===== src/rtl/stream_pkg.sv =====
// rtl/stream_pkg.sv - shared widths, feeder state enum and count helper
package stream_pkg;

  localparam int DATA_WIDTH_DEF = 32;
  localparam int COUNT_WIDTH    = 16;

  typedef enum logic [1:0] {
    ST_FEED,
    ST_FLUSH,
    ST_DRAIN,
    ST_CLEAR
  } feed_state_t;

  localparam logic [COUNT_WIDTH-1:0] COUNT_ONE = {{(COUNT_WIDTH-1){1'b0}}, 1'b1};

  // Saturating increment so a very long frame reports 65535 instead of wrapping.
  function automatic logic [COUNT_WIDTH-1:0] sat_inc(input logic [COUNT_WIDTH-1:0] v);
    return (&v) ? v : v + COUNT_ONE;
  endfunction

endpackage


===== src/rtl/sync_fifo.sv =====
// rtl/sync_fifo.sv - single-clock FIFO, power-of-two depth, sync active-low reset
module sync_fifo #(
  parameter int WIDTH = 33,
  parameter int DEPTH = 4
) (
  input  logic             clk,
  input  logic             resetn,
  input  logic             push,
  input  logic [WIDTH-1:0] push_data,
  input  logic             pop,
  output logic [WIDTH-1:0] pop_data,
  output logic             full,
  output logic             empty
);

  localparam int AW = $clog2(DEPTH);
  localparam logic [AW:0] PTR_ONE = {{AW{1'b0}}, 1'b1};

  logic [WIDTH-1:0] mem [DEPTH];
  logic [AW:0]      wr_ptr;
  logic [AW:0]      rd_ptr;
  logic             do_push;
  logic             do_pop;

  // Extra pointer bit distinguishes full from empty when the indices match.
  assign full     = (wr_ptr[AW] != rd_ptr[AW]) && (wr_ptr[AW-1:0] == rd_ptr[AW-1:0]);
  assign empty    = (wr_ptr == rd_ptr);
  assign do_push  = push && !full;
  assign do_pop   = pop && !empty;
  assign pop_data = mem[rd_ptr[AW-1:0]];

  always_ff @(posedge clk) begin
    if (!resetn) begin
      wr_ptr <= '0;
      rd_ptr <= '0;
    end else begin
      if (do_push) wr_ptr <= wr_ptr + PTR_ONE;
      if (do_pop)  rd_ptr <= rd_ptr + PTR_ONE;
    end
  end

  always_ff @(posedge clk) begin
    if (do_push) mem[wr_ptr[AW-1:0]] <= push_data;
  end

endmodule


===== src/rtl/stream_feeder.sv =====
// rtl/stream_feeder.sv - frames a sample stream into a second-largest tracker and collects per-frame results
module stream_feeder
  import stream_pkg::*;
#(
  parameter int DATA_WIDTH = DATA_WIDTH_DEF,
  parameter int DEPTH      = 4
) (
  input  logic                   clk,
  input  logic                   resetn,
  input  logic                   s_valid,
  output logic                   s_ready,
  input  logic [DATA_WIDTH-1:0]  s_data,
  input  logic                   s_last,
  output logic [DATA_WIDTH-1:0]  feed_data,
  output logic                   feed_clr_n,
  input  logic [DATA_WIDTH-1:0]  trk_dout,
  output logic                   res_valid,
  input  logic                   res_ready,
  output logic [DATA_WIDTH-1:0]  res_data,
  output logic [COUNT_WIDTH-1:0] res_count
);

  feed_state_t            state_q;
  feed_state_t            state_d;
  logic                   pop;
  logic                   capture;
  logic                   fifo_full;
  logic                   fifo_empty;
  logic [DATA_WIDTH:0]    fifo_rdata;
  logic [COUNT_WIDTH-1:0] frame_cnt;

  assign s_ready = !fifo_full;

  sync_fifo #(
    .WIDTH (DATA_WIDTH + 1),
    .DEPTH (DEPTH)
  ) u_fifo (
    .clk       (clk),
    .resetn    (resetn),
    .push      (s_valid),
    .push_data ({s_data, s_last}),
    .pop       (pop),
    .pop_data  (fifo_rdata),
    .full      (fifo_full),
    .empty     (fifo_empty)
  );

  always_comb begin
    state_d = state_q;
    pop     = 1'b0;
    capture = 1'b0;
    case (state_q)
      ST_FEED, ST_CLEAR: begin
        // CLEAR may already pop the next frame's first sample; it lands after the clear.
        pop = !fifo_empty;
        if (pop && fifo_rdata[0]) state_d = ST_FLUSH;
        else                      state_d = ST_FEED;
      end
      ST_FLUSH: state_d = ST_DRAIN;
      ST_DRAIN: begin
        capture = !res_valid || res_ready;
        if (capture) state_d = ST_CLEAR;
      end
      default: state_d = ST_FEED;
    endcase
  end

  always_ff @(posedge clk) begin
    if (!resetn) begin
      state_q    <= ST_FEED;
      feed_data  <= '0;
      feed_clr_n <= 1'b0;
      res_valid  <= 1'b0;
      res_data   <= '0;
      res_count  <= '0;
      frame_cnt  <= '0;
    end else begin
      state_q    <= state_d;
      feed_data  <= pop ? fifo_rdata[DATA_WIDTH:1] : '0;
      feed_clr_n <= (state_d != ST_CLEAR);

      if (capture)  frame_cnt <= '0;
      else if (pop) frame_cnt <= sat_inc(frame_cnt);

      if (capture) begin
        res_valid <= 1'b1;
        res_data  <= trk_dout;
        res_count <= frame_cnt;
      end else if (res_ready) begin
        res_valid <= 1'b0;
      end
    end
  end

endmodule


===== config.mk =====
export PLATFORM = sky130hd
export DESIGN_NAME = stream_feeder
export DESIGN_NICKNAME = d
export VERILOG_FILES = /design/src/rtl/stream_pkg.sv /design/src/rtl/sync_fifo.sv /design/src/rtl/stream_feeder.sv
export SDC_FILE = /design/constraint.sdc
export NUM_CORES = 1
export LEC_CHECK = 0
export ABC_CLOCK_PERIOD_IN_PS = 3000
export BUFFER_PORTS_ARGS = -buffer_cell sky130_fd_sc_hd__buf_4
export CAP_MARGIN = 20
export CORE_MARGIN = 4
export CORE_UTILIZATION = 55
export CTS_CLUSTER_DIAMETER = 50
export DETAILED_ROUTE_END_ITERATION = 16
export GPL_TIMING_DRIVEN = 1
export PLACE_DENSITY = 0.81
export SYNTH_ARGS = -nofsm -noshare
export SYNTH_HDL_FRONTEND = slang
export SYNTH_SLANG_ARGS = --single-unit

===== constraint.sdc =====
create_clock -name clk -period 3 [get_ports clk]
set_input_delay 0.15 -clock clk [delete_from_list [all_inputs] [get_ports clk]]
set_output_delay 0.15 -clock clk [all_outputs]
set_load 0.005 [all_outputs]

Yosys cells after proc, flatten, opt, wreduce, memory -nomap -nowiden --
Memories as Yosys holds them, arrays and structs flattened. A register that Yosys moved wholly into a read port is not among the register bits. Index checks and enable logic that the tools add are counted.
Cells by class: add/sub/neg operators 3, order comparisons 0, reduce and logical (&&, ||, !) cells 15, shift-type cells 0, divide/modulo/power cells 0, mux-type cells 11, equal/unequal tests 7, bitwise operators 2, multiply operators 0
Operators by type and width (count):
- $add 16x1->16 const B | 1
- $reduce_and 16->1 | 1
- $mux 1 | 7
- $add 3x1->3 const B | 2
- $mux 2 | 3
- $pmux 2 s3 | 1
- $eq 2x2->1 const B | 2
- $logic_and 1x1->1 | 4
- $reduce_and 2->1 | 2
- $reduce_or 2->1 | 2
- $eq 3x3->1 | 1
- $logic_not 1->1 | 3
- $eq 2x1->1 const B | 1
- $eq 2x2->1 | 1
- $logic_not 2->1 | 1
- $ne 2x2->1 const B | 1
- $not 1->1 | 2
- $reduce_bool 2->1 | 1
- $logic_or 1x1->1 | 1
- $ne 1x1->1 | 1
Storage, ports and cells: memory bits (writable) 132, bits in latches 0, word-level logic and storage cells 48, memories kept 1, memory bits (read-only) 0, bits in registers 106
Memories:
- u_fifo.mem | depth 4, width 33, rd ports 1, clocked after memory_dff 1, write ports 1, RTL line sync_fifo.sv:19 | logic [WIDTH-1:0] mem [DEPTH];

Logic depth before layout (Yosys ltp) --
Gate-level depths: netlist of run 1.
word-level depth 6, mapped depth 7, depth with buffers taken out 5

Hierarchy --
From an unflattened synthesis of run 1, not the netlist that was laid out.
Second synthesis, totals: cell total of the unflattened synthesis 649, area total of the unflattened synthesis 8848.5 um2
Modules (own cells, without submodules):
- sync_fifo | seq. area each 4124.0 um2, cells each 241, area each 5316.3 um2, instances 1
- stream_feeder | seq. area each 2001.9 um2, cells each 408, area each 3532.1 um2, instances 1

Least setup slack after synthesis of run 1 --
Ideal clock, no wire load.
kind flip-flop to flip-flop, start point register u_fifo.wr_ptr[1], end point memory u_fifo.mem[3][0], enable pin, library setup time 0.394 ns, buffers on the path 0, setup slack 0.760 ns, arrival time 1.846 ns, stages on the path, launching flop included 4, cells stage by stage dfxtp_1 xor2_1 o31a_1 and2_1
On the way: longest elaborated chain between the ends 6
RTL lines:
- start: declaration | RTL line sync_fifo.sv:20 | logic [AW:0] wr_ptr;
- start signal: assignment | RTL line sync_fifo.sv:37 | if (do_push) wr_ptr <= wr_ptr + PTR_ONE;
- $eq 2x2->1 | RTL line sync_fifo.sv:26 | assign full = (wr_ptr[AW] != rd_ptr[AW]) && (wr_ptr[AW-1:0] == rd_ptr[AW-1:0]);
- $logic_and 1x1->1 | RTL line sync_fifo.sv:26
- $logic_not 1->1 | RTL line sync_fifo.sv:28 | assign do_push = push && !full;
- $logic_and 1x1->1 | RTL line sync_fifo.sv:28
- $mux 1 | RTL line sync_fifo.sv:43 | if (do_push) mem[wr_ptr[AW-1:0]] <= push_data;
- $mux 1 (not written as such) | RTL line sync_fifo.sv:43
- end: declaration | RTL line sync_fifo.sv:19
Parallel ways exist; a longest one is shown, timed or not.

Final worst setup path of run 1 --
start point register u_fifo.wr_ptr[1], end point memory u_fifo.mem[1][27], enable pin
The elaborated chain is that of the path after synthesis.

==> flow_summary.ini, run 1 <==
[outcome]
status = complete, no violations

[timing]
finalCriticalPeriod_ns = 2.33
finalCritPeriodShare = 0.777
hold_viol = 0
maxSlewViolCount = 0
fin_ws_ns = 0.670
rsz0062_at_grt = no
setup-violations-final = 0
clock.fmax_mhz = 429
worst_pin_slew_ns = 0.896
finalSetupTns_ns = 0
relSlewSlack = 0.403
skew_ns = 0.0153

[critical_path]
slowest_delay_ns = 0.79
path_class = flip-flop to flip-flop
critPathLaunch = u_fifo.wr_ptr[1]
worstSetupStartpointType = flip-flop
end_kind = flip-flop
crit_slowest_cell = and2_2
r2r-start = u_fifo.wr_ptr[1]
reg2reg_slack_ns = 0.67
crit_arrival_ns = 2.45
crit_buf_inv = 0
required_ns = 3.12
critPathMaxFanout = 33
crit_family = simple AND/OR/NAND/NOR gates
crit_path_cell_trace = xor2_1 > o31a_1 > and2_2

[global_route]
overflow = 0
grt_pass1_vias = 5899
track_usage = 0.215
grt_max_degree = 58
antenna_found_initial = 0
grt_pass1_wl_mm = 30.9

[pwr]
power_frac_clock = 0.333
intPower_mw = 6.79
total_power_mw = 9.25
leakagePower_nw = 4.32
powerDensity_nw_per_um2 = 803
p_switching_mw = 2.46
peakVddDrop_mv = 0.513
p_sw_frac = 0.266
p_seq_frac = 0.448
p_comb_frac = 0.219

[routing]
drt_iter0_markers = 375
avgRoutedWirePerCell_um = 18.2
routed_via_density = 5.44
routed_wl_mm = 19.3
drtAntennaViolNets = 0
dr.pass1.iters = 7
vias = 5773
route.detailed.drc = 0

[yosys]
ys_types = 41
synth_edf_count = 132
synthesis.nets = 692
async_reset_ff_frac = 0
synth_area_um2 = 8690
synth_seq_cells = 240
avgSynthCellArea_um2 = 14.1
synth_top_area_share = 0.456
yosys_warnings = 0
seq_area_frac_synth = 0.705
syn_inst = 616
synth.area.top_cells = edfxtp_1 46%, dfxtp_1 25%, mux4_2 8.6%, nand2_1 4.7%, a21oi_1 3.7%
synth_ff_type = edfxtp_1
synth_top_area_cell = edfxtp_1

[placement]
dp_slack_ns = 0.669
routabilityCongestion = 0.817
dpl.hpwl_mm = 11.6
port_buffers = 151
placed_area_um2 = 10000

[die]
die_x_um = 134
die_y_um = 134
io_pins = 152
core_um2 = 15300
dieArea_um2 = 17900
rows = 45
start_util = 0.567

[clocking]
clock-sinks = 240
cts_setup_buffers = 0
ctsResizeCount = 0
cts.htree.levels = 1
cts_tree = done
numCtsBuffers = 24
clk_pin_slew_worst_paths_ns = 0.06
insertion_delay_ns = 0.50
cts-root-buf = clkbuf_16
clockBufferDepth = 3

[worst_hold_path]
min_path_type = input port to flip-flop
holdCritStartpoint = res_ready

[layout]
final_net_count = 908
final_area_um2 = 11500
fillers = 934
n_antenna_cell = 0
area_growth_pct = 32.5
drive_above_1_share = 0.287

[flow_run]
drv_cap = 0
registers in the layout, summed over array words and instances (netlist names), named ones only:
| name | cells |
|---|---|
| res_count | 16 |
| feed_data | 32 |
| res_valid | 1 |
| u_fifo.mem | 132 |
| u_fifo.wr_ptr | 3 |
| feed_clr_n | 1 |
| res_data | 32 |
| u_fifo.rd_ptr | 3 |
| state_q | 2 |
| frame_cnt | 16 |
layout make-up:
| type | count | area (um2) | area share |
|---|---|---|---|
| well taps | 211 | 264 | 0.0229 |
| clock buffers | 32 | 703 | 0.0611 |
| multi-input cells | 334 | 2390 | 0.207 |
| clock inverters | 12 | 138 | 0.0120 |
| flip-flops and latches | 240 | 6130 | 0.532 |
| repair buffers | 226 | 1870 | 0.163 |
| inverters | 6 | 22.5 | 0.00196 |
tightest hold or removal path, stage by stage:
cell      delay [ns]
buf_4           0.08
nand2b_1        0.18
a21oi_1         0.09
kinds of logic after synthesis:
logic type	count (synthesis)	synth area share
adder cells (fa/ha/maj)	7	0.0101
AO/OA/AOI/OAI	92	0.0609
buffers and inverters	42	0.0206
multiplexers	35	0.0878
AND/OR/NAND/NOR	194	0.109
XOR/XNOR	6	0.00691
flip-flops	240	0.705
placed cells by master, fill, tap and decap left out, types with 7 or more instances in the layout:
cell type / instances
a21oi_1: 65
and3_1: 34
buf_4: 160
clkbuf_16: 26
dfxtp_1: 106
dlygate4sd3_1: 65
edfxtp_1: 132
ha_1: 7
mux4_2: 33
nand2_1: 109
nor2_1: 7
o21ai_0: 8
o31ai_1: 8
or4_1: 9
path summary, 6_finish.rpt:
kind | endpoint | cells past startpoint
hold reg to reg | res_data[29] | 2
setup reg to reg | u_fifo.mem[1][27] | 3
setup / recovery | u_fifo.mem[1][27] | 3
hold / removal | res_valid | 3
cell usage after synthesis, types with 7 or more instances:
library cell / n
nand2_1: 109
ha_1: 7
or4_1: 9
and3_1: 34
dfxtp_1: 108
edfxtp_1: 132
nor2_1: 7
a21oi_1: 65
mux4_2: 33
clkbuf_1: 26
o21ai_0: 8
o31ai_1: 8
and2_1: 7
per-layer routing:
metal,vias to the layer above,track usage,routed length (um)
met5,-,0,0
met4,0,0.0480,280
met3,24,0.0393,1330
met2,231,0.383,9870
met1,2801,0.275,7840
li1,2717,-,-
what timing repair did:
item / CTS / global route
hold buffers: 65 / 0
endpoints found under the setup margin: 0 / 0
hold endpoints to repair: 164 / 0
power by group through the flow:
stage | combinational, mW | clock [mW] | sequential, mW
2_1_floorplan | 1.23 | 0 | 4.10
3_5_place_dp | 1.95 | 0 | 4.21
3_3_place_gp | 1.89 | 0 | 4.18
4_1_cts | 2.03 | 3.14 | 4.15
6_report | 2.02 | 3.08 | 4.14
5_1_grt | 2.22 | 3.29 | 4.18
per-stage QoR:
step	hold slack, ns	utilization	std cells
after floorplan	0.249	-	616
after global placement	0.352	0.655	952
after detailed placement	0.357	0.655	952
after CTS	0.0318	0.752	1061
after global routing	0.0740	0.752	1061
final	0.0484	0.752	1061
(Power assumes the default switching activity.)
==> inputs of run 2 (changes only) <==
Settings changed: ABC_AREA from default to 1, ABC_CLOCK_PERIOD_IN_PS 3000 to 2000, CORE_UTILIZATION 55 to 50, PLACE_DENSITY 0.81 to 0.77.
Clock period 3 ns to 2 ns, I/O delays scaled along.
==> flow_summary.ini, run 2 <==
[clocking]
cts_tree = done
insertion_delay_ns = 0.51
clock-sinks = 240
clockBufferDepth = 3
cts-root-buf = clkbuf_16
cts.htree.levels = 1
clk_pin_slew_worst_paths_ns = 0.06
numCtsBuffers = 26

[yosys]
synth-compound-area-share = 0.111
async_reset_ff_frac = 0
synth.area.top_cells = edfxtp_1 44%, dfxtp_1 24%, nor2_1 9.7%, o21ai_0 6.8%, nand2_1 3.0%
synth_top_area_cell = edfxtp_1
synth_edf_count = 132
ys_top_cells_by_count = 230 x nor2_1, 132 x edfxtp_1, 121 x o21ai_0
yosys_warnings = 0
synth_top_area_share = 0.443
synth_top_family_by_area = simple AND/OR/NAND/NOR gates
synth_seq_cells = 240
syn_inst = 856
avgSynthCellArea_um2 = 10.5
synth_fa_ha_area_frac = 0.00979
synth_ff_type = edfxtp_1
synth-simple-area-share = 0.149
ys_types = 29
seq_area_frac_synth = 0.685
synth.area.mux_share = 0
synthesis.nets = 932
synth_xor_area_frac = 0.00685
yosysMostFrequentCell = nor2_1
synth_area_um2 = 8950

[layout]
final_common_cell = nor2_1
mostFrequentLayoutCells = 226 x nor2_1, 165 x buf_4, 132 x edfxtp_1
register_area_um2 = 6130
fillers = 1188
area_growth_pct = 33.6
drive_above_1_share = 0.227
final_net_count = 1155
n_antenna_cell = 0
final_area_um2 = 12000
largest_reg_flops = 132
multi_input_area_um2 = 2500

[pwr]
p_switching_mw = 4.78
intPower_mw = 10.8
p_seq_frac = 0.415
power_frac_clock = 0.300
powerDensity_nw_per_um2 = 1300
p_comb_frac = 0.285
leakagePower_nw = 4.70
p_sw_frac = 0.307
peakVddDrop_mv = 0.842

[global_route]
use_met1 = 0.250
grt_pass1_vias = 6742
grt_pass1_wl_mm = 33.3
grt_busiest_layer = met2
grtUsageMet2 = 0.352
antenna_found_initial = 0
use_met3 = 0.0543
track_usage = 0.203
overflow = 0
grt_max_degree = 60

[routing]
drtAntennaViolNets = 0
routed_wl_mm = 20.6
vias = 6756
routed_via_density = 5.10
dr.pass1.iters = 5
route.detailed.drc = 0
avgRoutedWirePerCell_um = 15.6
drt_iter0_markers = 365

[timing]
maxSlewViolCount = 0
skew_ns = 0.0139
finalCriticalPeriod_ns = 1.80
hold_viol = 0
finalCritPeriodShare = 0.900
relSlewSlack = 0.580
rsz0062_at_grt = no
clock.fmax_mhz = 556
setup-violations-final = 0
finalSetupTns_ns = 0
worst_pin_slew_ns = 0.630

[die]
io_pins = 152
dieArea_um2 = 20100
die_x_um = 142
rows = 48
core_um2 = 17400
die_y_um = 142
start_util = 0.514

[flow_run]
drv_cap = 0

[placement]
placed_area_um2 = 10400
routabilityCongestion = 0.826
dpl.hpwl_mm = 12.8
port_buffers = 151

[worst_hold_path]
min_path_type = input port to flip-flop

[outcome]
status = complete, no violations

[critical_path]
worstSetupStartpointType = flip-flop
end_kind = flip-flop
crit_path_cell_trace = inv_2 > nand2_1 > nand2_1 > nand3_1 > nand2_1 > nor2_4 > buf_12
critPathMaxFanout = 33
slowest_delay_ns = 0.40
crit_slowest_cell = dfxtp_1
crit_arrival_ns = 2.00
cp_common_cell = nand2_1
path_class = flip-flop to flip-flop
required_ns = 2.20
==> run 2: cell count changes after synthesis, sizes merged, moves of 4 or more <==
| cell | before | now |
|---|---|---|
| buf | 9 | 14 |
| nand3 | 6 | 11 |
| and3 | 34 | 0 |
| inv | 6 | 40 |
| o31ai | 9 | 0 |
| nor2 | 7 | 236 |
| or4 | 9 | 0 |
| mux4 | 33 | 0 |
| and2 | 7 | 0 |
| or3 | 7 | 0 |
| nand2 | 109 | 78 |
| o21ai | 8 | 124 |
| xor2 | 3 | 7 |
==> run 2: repair_timing <==
action	4_1_cts	5_1_grt
hold buffers	67	0
gates resized for setup	0	0
buffers inserted	0	0
endpoints found under the hold margin	175	0
==> run 2: worst max-delay path, delay by kind of cell (launching register included) <==
kind / cells / cell delay [ns]
and+or+nand+nor: 5 / 0.72
DFF: 1 / 0.40
buffers and inverters: 2 / 0.34
==> run 2: stage by stage <==
stage	hold slack [ns]	util	total power [mW]	setup WS, ns	instances
after CTS	0.258	0.686	15.7	0.183	1324
after global routing	0.299	0.686	16.5	0.0100	1324
after floorplan	0.199	-	8.99	-0.179	856
final	0.270	0.686	15.6	0.201	1324
after global placement	0.302	0.598	10.7	0.273	1209
after detailed placement	0.305	0.598	10.8	0.212	1209
==> run 2: cell families (layout without fill, tap and decap cells) <==
| logic type | after synthesis | count (layout) |
|---|---|---|
| xor+xnor | 7 | 7 |
| flops | 240 | 240 |
| simple gates | 330 | 330 |
| compound gates | 189 | 189 |
| buf+inv | 83 | 326 |
| fa+ha+maj | 7 | 7 |
==> run 2: area by class of cell <==
| class | count | area share |
|---|---|---|
| Inverter | 40 | 0.0126 |
| Multi-Input combinational cell | 533 | 0.210 |
| Timing Repair Buffer | 238 | 0.170 |
| Clock inverter | 12 | 0.00995 |
| Tap cell | 225 | 0.0236 |
| Sequential cell | 240 | 0.513 |
| Clock buffer | 36 | 0.0619 |
==> run 2: worst paths after layout <==
check / cells after the start / to / slack, ns / startpoint
worst max-delay path: 7 / u_fifo.mem[0][16] / 0.20 / u_fifo.wr_ptr[0]
worst max register to register: 7 / u_fifo.mem[0][16] / 0.20 / u_fifo.wr_ptr[0]
worst min register to register: 2 / res_data[25] / 0.48 / res_data[25]
worst min-delay path: 3 / u_fifo.wr_ptr[0] / 0.27 / s_valid
==> run 2: layer usage <==
layer,share of wire,wire [um]
met4,0.023,472
met3,0.086,1780
met5,0,0
met2,0.49,10100
met1,0.40,8230
==> run 2: power by group through the flow <==
stage	clock, mW	sequential [mW]	combinational, mW
after floorplan	0	6.56	2.43
after global placement	0	6.52	4.20
after detailed placement	0	6.55	4.28
after CTS	4.78	6.46	4.42
after global routing	4.99	6.55	4.94
final	4.67	6.46	4.43
